===== config.mk =====
export PLATFORM = sky130hd
export DESIGN_NAME = mac_dot_sequencer
export DESIGN_NICKNAME = d
export VERILOG_FILES = /design/src/rtl/mac_dot_sequencer.sv
export SDC_FILE = /design/constraint.sdc
export NUM_CORES = 1
export LEC_CHECK = 0
export ABC_AREA = 0
export CORE_MARGIN = 1.5
export CORE_UTILIZATION = 48
export DETAILED_ROUTE_END_ITERATION = 10
export GPL_ROUTABILITY_DRIVEN = 0
export HOLD_SLACK_MARGIN = 0.08
export PLACE_DENSITY = 0.76
export SYNTH_ARGS = -nofsm -noshare
export SYNTH_HDL_FRONTEND = slang
export SYNTH_SLANG_ARGS = --single-unit

===== constraint.sdc =====
create_clock -name clock -period 3.5 [get_ports clock]
set_input_delay 0.7 -clock clock [delete_from_list [all_inputs] [get_ports clock]]
set_output_delay 0.7 -clock clock [all_outputs]
set_load 0.005 [all_outputs]

===== src/rtl/mac_dot_sequencer.sv =====
// Sequencing controller that time-shares one unsigned multiply-accumulate
// datapath over a stream of operand pairs: result = bias + sum(a[i]*b[i]).
module mac_dot_sequencer #(
  parameter int DATA_W = 4,
  parameter int LEN_W  = 4,
  parameter int ACC_W  = 2*DATA_W + LEN_W
) (
  input  logic              clock,
  input  logic              reset,
  input  logic              io_start_valid,
  output logic              io_start_ready,
  input  logic [LEN_W-1:0]  io_start_len,
  input  logic [DATA_W-1:0] io_start_bias,
  input  logic              io_op_valid,
  output logic              io_op_ready,
  input  logic [DATA_W-1:0] io_op_a,
  input  logic [DATA_W-1:0] io_op_b,
  output logic              io_res_valid,
  input  logic              io_res_ready,
  output logic [ACC_W-1:0]  io_res_data,
  output logic              io_busy
);

  typedef enum logic [1:0] {
    IDLE = 2'd0,
    RUN  = 2'd1,
    DONE = 2'd2
  } state_t;

  state_t              state_q, state_d;
  logic [ACC_W-1:0]    acc_q, acc_d;
  logic [LEN_W-1:0]    cnt_q, cnt_d;

  logic [2*DATA_W-1:0] prod;
  logic [ACC_W-1:0]    prod_ext;
  logic [ACC_W-1:0]    bias_ext;
  logic                start_fire;
  logic                op_fire;
  logic                res_fire;

  assign prod     = io_op_a * io_op_b;
  assign prod_ext = {{(ACC_W-2*DATA_W){1'b0}}, prod};
  assign bias_ext = {{(ACC_W-DATA_W){1'b0}}, io_start_bias};

  // Handshake outputs depend on the state register alone, so no input reaches an output combinationally.
  assign io_start_ready = (state_q == IDLE);
  assign io_op_ready    = (state_q == RUN);
  assign io_res_valid   = (state_q == DONE);
  assign io_busy        = (state_q == RUN) || (state_q == DONE);
  assign io_res_data    = (state_q == DONE) ? acc_q : '0;

  assign start_fire = io_start_valid && (state_q == IDLE);
  assign op_fire    = io_op_valid    && (state_q == RUN);
  assign res_fire   = io_res_ready   && (state_q == DONE);

  always_comb begin
    state_d = state_q;
    acc_d   = acc_q;
    cnt_d   = cnt_q;
    unique case (state_q)
      IDLE: begin
        if (start_fire) begin
          acc_d   = bias_ext;
          cnt_d   = io_start_len;
          state_d = (io_start_len == '0) ? DONE : RUN;
        end
      end
      RUN: begin
        if (op_fire) begin
          acc_d = acc_q + prod_ext;
          cnt_d = cnt_q - LEN_W'(1);
          if (cnt_q == LEN_W'(1)) begin
            state_d = DONE;
          end
        end
      end
      DONE: begin
        // acc is left as is; the next start overwrites it with the new bias.
        if (res_fire) begin
          state_d = IDLE;
        end
      end
      default: begin
        state_d = IDLE;
      end
    endcase
  end

  always_ff @(posedge clock or posedge reset) begin
    if (reset) begin
      state_q <= IDLE;
      acc_q   <= '0;
      cnt_q   <= '0;
    end else begin
      state_q <= state_d;
      acc_q   <= acc_d;
      cnt_q   <= cnt_d;
    end
  end

endmodule


; Yosys cells after proc, flatten, opt, wreduce, memory -nomap -nowiden
; Index checks and enable logic that the tools add are counted.
[word_totals]
reg_bits = 18
output_inout_bits = 16
word_cells = 35
in_bits = 21
[classes]
n_mux = 13
mul = 1
n_reduce_logical = 9
eq_ne = 7
n_addsub = 2
[ops]
columns = op, n
row1 = 12-bit two-way mux, 3
row2 = 12-bit one-hot mux with 2 select lines, 1
row3 = 12-bit by 8-bit adder with 12-bit output, 1
row4 = 2-bit two-way mux, 5
row5 = 4-bit by 4-bit multiplier with 8-bit output, 1
row6 = 4-bit two-way mux, 2
row7 = "2-bit by 1-bit != test with 1-bit output, second input constant", 4
row8 = 4-bit one-hot mux with 2 select lines, 1
row9 = 2-bit one-hot mux with 3 select lines, 1
row10 = "4-bit by 1-bit equality test with 1-bit output, second input constant", 1
row11 = 4-bit zero test, 1
row12 = 4-bit AND reduction, 1
row13 = "4-bit by 1-bit subtractor with 4-bit output, second input constant", 1
row14 = 1-bit logical AND, 3
row15 = 3-bit AND reduction, 1
row16 = "2-bit by 1-bit equality test with 1-bit output, second input constant", 1
row17 = "2-bit equality test, second input constant", 1
row18 = 2-bit zero test, 1
row19 = 2-bit nonzero test, 1
row20 = 1-bit logical OR, 1

; Logic depth before layout (Yosys ltp)
[depth]
depth_word = 4
depth_mapped = 13
depth_no_buf = 13

; Worst setup path after synthesis
; No wires, ideal clock.
[synth_timing]
kind = in2reg
start = in io_op_a[0]
end = reg acc_q[7]
path_slack_ns = -0.338
t_required_ns = 3.378
arrival_time_ns = 3.717
path_buffers = 0
stages = 11
setup_ns = 0.122
cell_sequence = nand2_1 > fa_1 > fa_1 > fa_1 > inv_1 > ha_1 > nor2b_4 > o31a_1 > o21a_1 > or3_1 > a32o_1
[synth_between]
elab_chain_cells = 4
[synth_lines]
columns = element, line_no
row1 = from (decl), 16  ; input logic [DATA_W-1:0] io_op_a,
row2 = 4-bit by 4-bit multiplier with 8-bit output, 41  ; assign prod = io_op_a * io_op_b;
row3 = 12-bit by 8-bit adder with 12-bit output, 70  ; acc_d = acc_q + prod_ext;
row4 = 12-bit two-way mux, 69  ; if (op_fire) begin
row5 = 12-bit one-hot mux with 2 select lines, 60  ; unique case (state_q)
row6 = to (signal assigned), 92  ; acc_q <= '0;
row7 = to (signal assigned), 96  ; acc_q <= acc_d;
row8 = to (decl), 31  ; logic [ACC_W-1:0] acc_q, acc_d;
; Every way passes these cells. The select of a mux whose other input is x is not followed.
; A chain may end at the register's enable or synchronous reset.

; Worst setup path in the final report
[layout_timing]
start = in io_op_a[3]
end = reg acc_q[7]
; Same word-level chain as after synthesis.

==> run metrics <==
Crit Path Category=in2reg; clock slew at reported path FFs=0.07 ns; WL/cell=13.3 um; vias in the first global route=around 1500; Worst Path Arrival=3.74 ns; Top FF cell, synth=dfrtp_1; simple logic cell fraction of the synthesized area=0.227; fill cell count=just over 300; Synth Area in Compound Gates=0.148; sw frac=0.423; fin worst setup slack=-0.0940 ns; adder-cell share of the synthesized area=0.261; Tightest Hold Check Type=reg2reg; start point of the worst hold path=acc_q[0]$_DFFE_PP0P_; die area=0.00412 mm^2; worst-case clock buffer depth=2; Clock power frac=0.109; number of flops mapped to enable cells by yosys=0; min cycle time layout=~3.6 ns; Clk Latency, worst-skew pair=~0.26 ns; Slew @ Worst Pin=~1.3 ns; Seq/Total Area, Yosys=0.251; fin crit share=1.03; cell area after placement=0.00229 mm^2; Vias/cell=between 5 and 6; maximum vdd drop=approximately 260 uV; pwr dens=about 640 mW/mm^2; Worst EP required=between 3 and 4 ns; Max Cap Viol=0; Psw=about 0.67 mW; Post-Syn Instances=207; post-synthesis mux area share=0.0167; total core area=0.00363 mm^2; Synth Register Bits=18; Slew headroom=0.131; DRT Pass-1 Iters=4; ant diodes=0; final instance area=approximately 0.0025 mm^2; CTS tree=built; FF/Latch Area=roughly 450 um^2; via count=~1600; Critical R2R Launch=state_q[0]$_DFFE_PP0P_; register share of total power=0.215; die width=64.2 um; Port Buffers=36; Unique masters post-synth=38; nets=around 300; CP Launch Type=input port; Multi-input gate area=0.00132 mm^2; setup violators final=1; crit-path max FO=5; drc violations=0; largest net degree at the start of global routing=19; CTS root buf=clkbuf_8; Int Pwr=roughly 0.91 mW; Post-Syn Nets=260; Num CTS Buffers=3; Post-DP HPWL=roughly 3000 um; P_leak=1.14 nW; Starting Density=0.494; violated checks=setup timing; Setup crit end kind=flop; routed wire length=between 4000 and 5000 um; RSZ-0062 raised after global routing=yes; synth-to-layout area growth=36.8%; Overflow after GRT=0; Post-DRT Antenna Nets=0; xor and xnor area share after synthesis=0.0244; Yosys Warn Count=0; final hold vios=0; clock sink count=18; max-slew violations=0; GRT Overall Usage=0.204; main combinational cell family by area after synthesis=adder cells; cell area after synthesis=0.00180 mm^2; maximum clock frequency=approximately 0.28 GHz; syn avg cell area=slightly below 9 um^2; io pins=37; worst reg2reg path endpoint=acc_q[9]$_DFFE_PP0P_; status=finished, violations left; worst reg2reg setup slack=~0.94 ns; initial antenna violation count=0; H-tree levels=1; ys async rst share=1.00; DR iter-0 viols=110; Hold Buf Count CTS=0; Fin Setup TNS=-0.0940 ns; clk_skew=~0.0084 ns; Worst Hold End=acc_q[0]$_DFFE_PP0P_; first-pass GRT wire length=approximately 6600 um; Comb pwr share=0.676; layout cells sized above 1=0.157; die height=64.2 um; cell count of the worst reg-to-reg path=7; Site Rows=22; Worst Hold Depth=2
==> cells by family (layout without fill, tap and decap cells) <==
group,count (synthesis),in the layout
flip-flops,18,18
AO/OA/AOI/OAI,42,42
buffers and inverters,34,82
multiplexers,3,3
adder cells (fa/ha/maj),32,32
AND/OR/NAND/NOR,73,73
XOR/XNOR,5,5
==> layout make-up <==
type                       instances  area share
timing repair buffer              48       0.185
sequential                        18       0.183
clock buffer                       4      0.0224
inverter                          30      0.0458
multi-input combinational        155       0.538
tap                               48      0.0245
==> layer usage <==
metal,routed length [um],vias to the layer above,GRT usage
met2,2020,38,0.337
met5,0,-,0
li1,-,790,-
met1,1790,736,0.274
met3,172,4,0.0370
met4,41,0,0.0559
==> cell usage after synthesis (all sizes together) (5+ instances only) <==
cell type | n | area share
inv | 30 | 0.063
nor2 | 10 | 0.021
fa | 9 | 0.10
o21ai | 18 | 0.050
and2 | 24 | 0.084
nor2b | 6 | 0.025
a21oi | 9 | 0.025
ha | 23 | 0.16
nand3 | 5 | 0.014
nand2 | 15 | 0.031
dfrtp | 18 | 0.25
==> critical path, stage by stage <==
cell           delay (ns)
dlygate4sd2_1        0.24
and2_4               0.16
fa_1                 0.43
ha_1                 0.28
inv_1                0.05
fa_1                 0.49
inv_1                0.07
ha_4                 0.24
o21a_1               0.20
o31a_1               0.13
o21a_1               0.18
or3_1                0.31
a32o_1               0.26
==> stage by stage <==
step,total power [mW],instances,worst slack [ns],hold slack (ns),utilization
2_1_floorplan,0.971,207,-0.219,0.476,-
3_3_place_gp,1.28,298,-0.757,0.509,0.631
3_5_place_dp,1.30,298,-0.819,0.519,0.631
4_1_cts,1.55,303,-0.0878,0.537,0.662
5_1_grt,1.73,303,-0.188,0.564,0.676
6_report,1.58,303,-0.0940,0.533,0.676
==> layout by cell type (no fill, tap or decap), types with 4 or more instances in the layout <==
| cell | n |
|---|---|
| nand2_1 | 12 |
| dfrtp_1 | 18 |
| fa_1 | 8 |
| buf_4 | 11 |
| o21ai_1 | 10 |
| nor2b_1 | 5 |
| inv_1 | 29 |
| nand3_1 | 4 |
| clkbuf_8 | 4 |
| and2_1 | 23 |
| a21oi_1 | 7 |
| o21ai_0 | 8 |
| nor2_1 | 10 |
| ha_1 | 20 |
| clkdlybuf4s50_1 | 29 |
==> power by group through the flow <==
stage | clock [mW] | sequential (mW) | combinational (mW)
after floorplan | 0 | 0.325 | 0.646
after global placement | 0 | 0.339 | 0.940
after detailed placement | 0 | 0.342 | 0.960
after CTS | 0.175 | 0.338 | 1.03
after global routing | 0.184 | 0.349 | 1.19
final | 0.172 | 0.339 | 1.07
==> how the worst max path moves through the flow <==
stage	slack, ns	endpoint	from
2_1_floorplan	-0.22	acc_q[7]$_DFFE_PP0P_	io_op_b[1]
3_3_place_gp	-0.76	acc_q[7]$_DFFE_PP0P_	io_op_b[1]
3_5_place_dp	-0.82	acc_q[7]$_DFFE_PP0P_	io_op_a[2]
4_1_cts	-0.09	acc_q[7]$_DFFE_PP0P_	io_op_b[3]
5_1_grt	-0.19	acc_q[7]$_DFFE_PP0P_	io_op_a[3]
6_report	-0.09	acc_q[7]$_DFFE_PP0P_	io_op_a[3]
==> state kept, by name, summed over array words and instances (netlist names) <==
register  cells
acc_q        12
cnt_q         4
state_q       2
==> what timing repair did <==
item                       4_1_cts  5_1_grt
gates cloned                     0        0
buffers inserted                 1        1
gates resized for setup         42        9
setup endpoints to repair        9        6
pin swaps                       15        8
No activity file was read; power rests on OpenSTA's default activity.
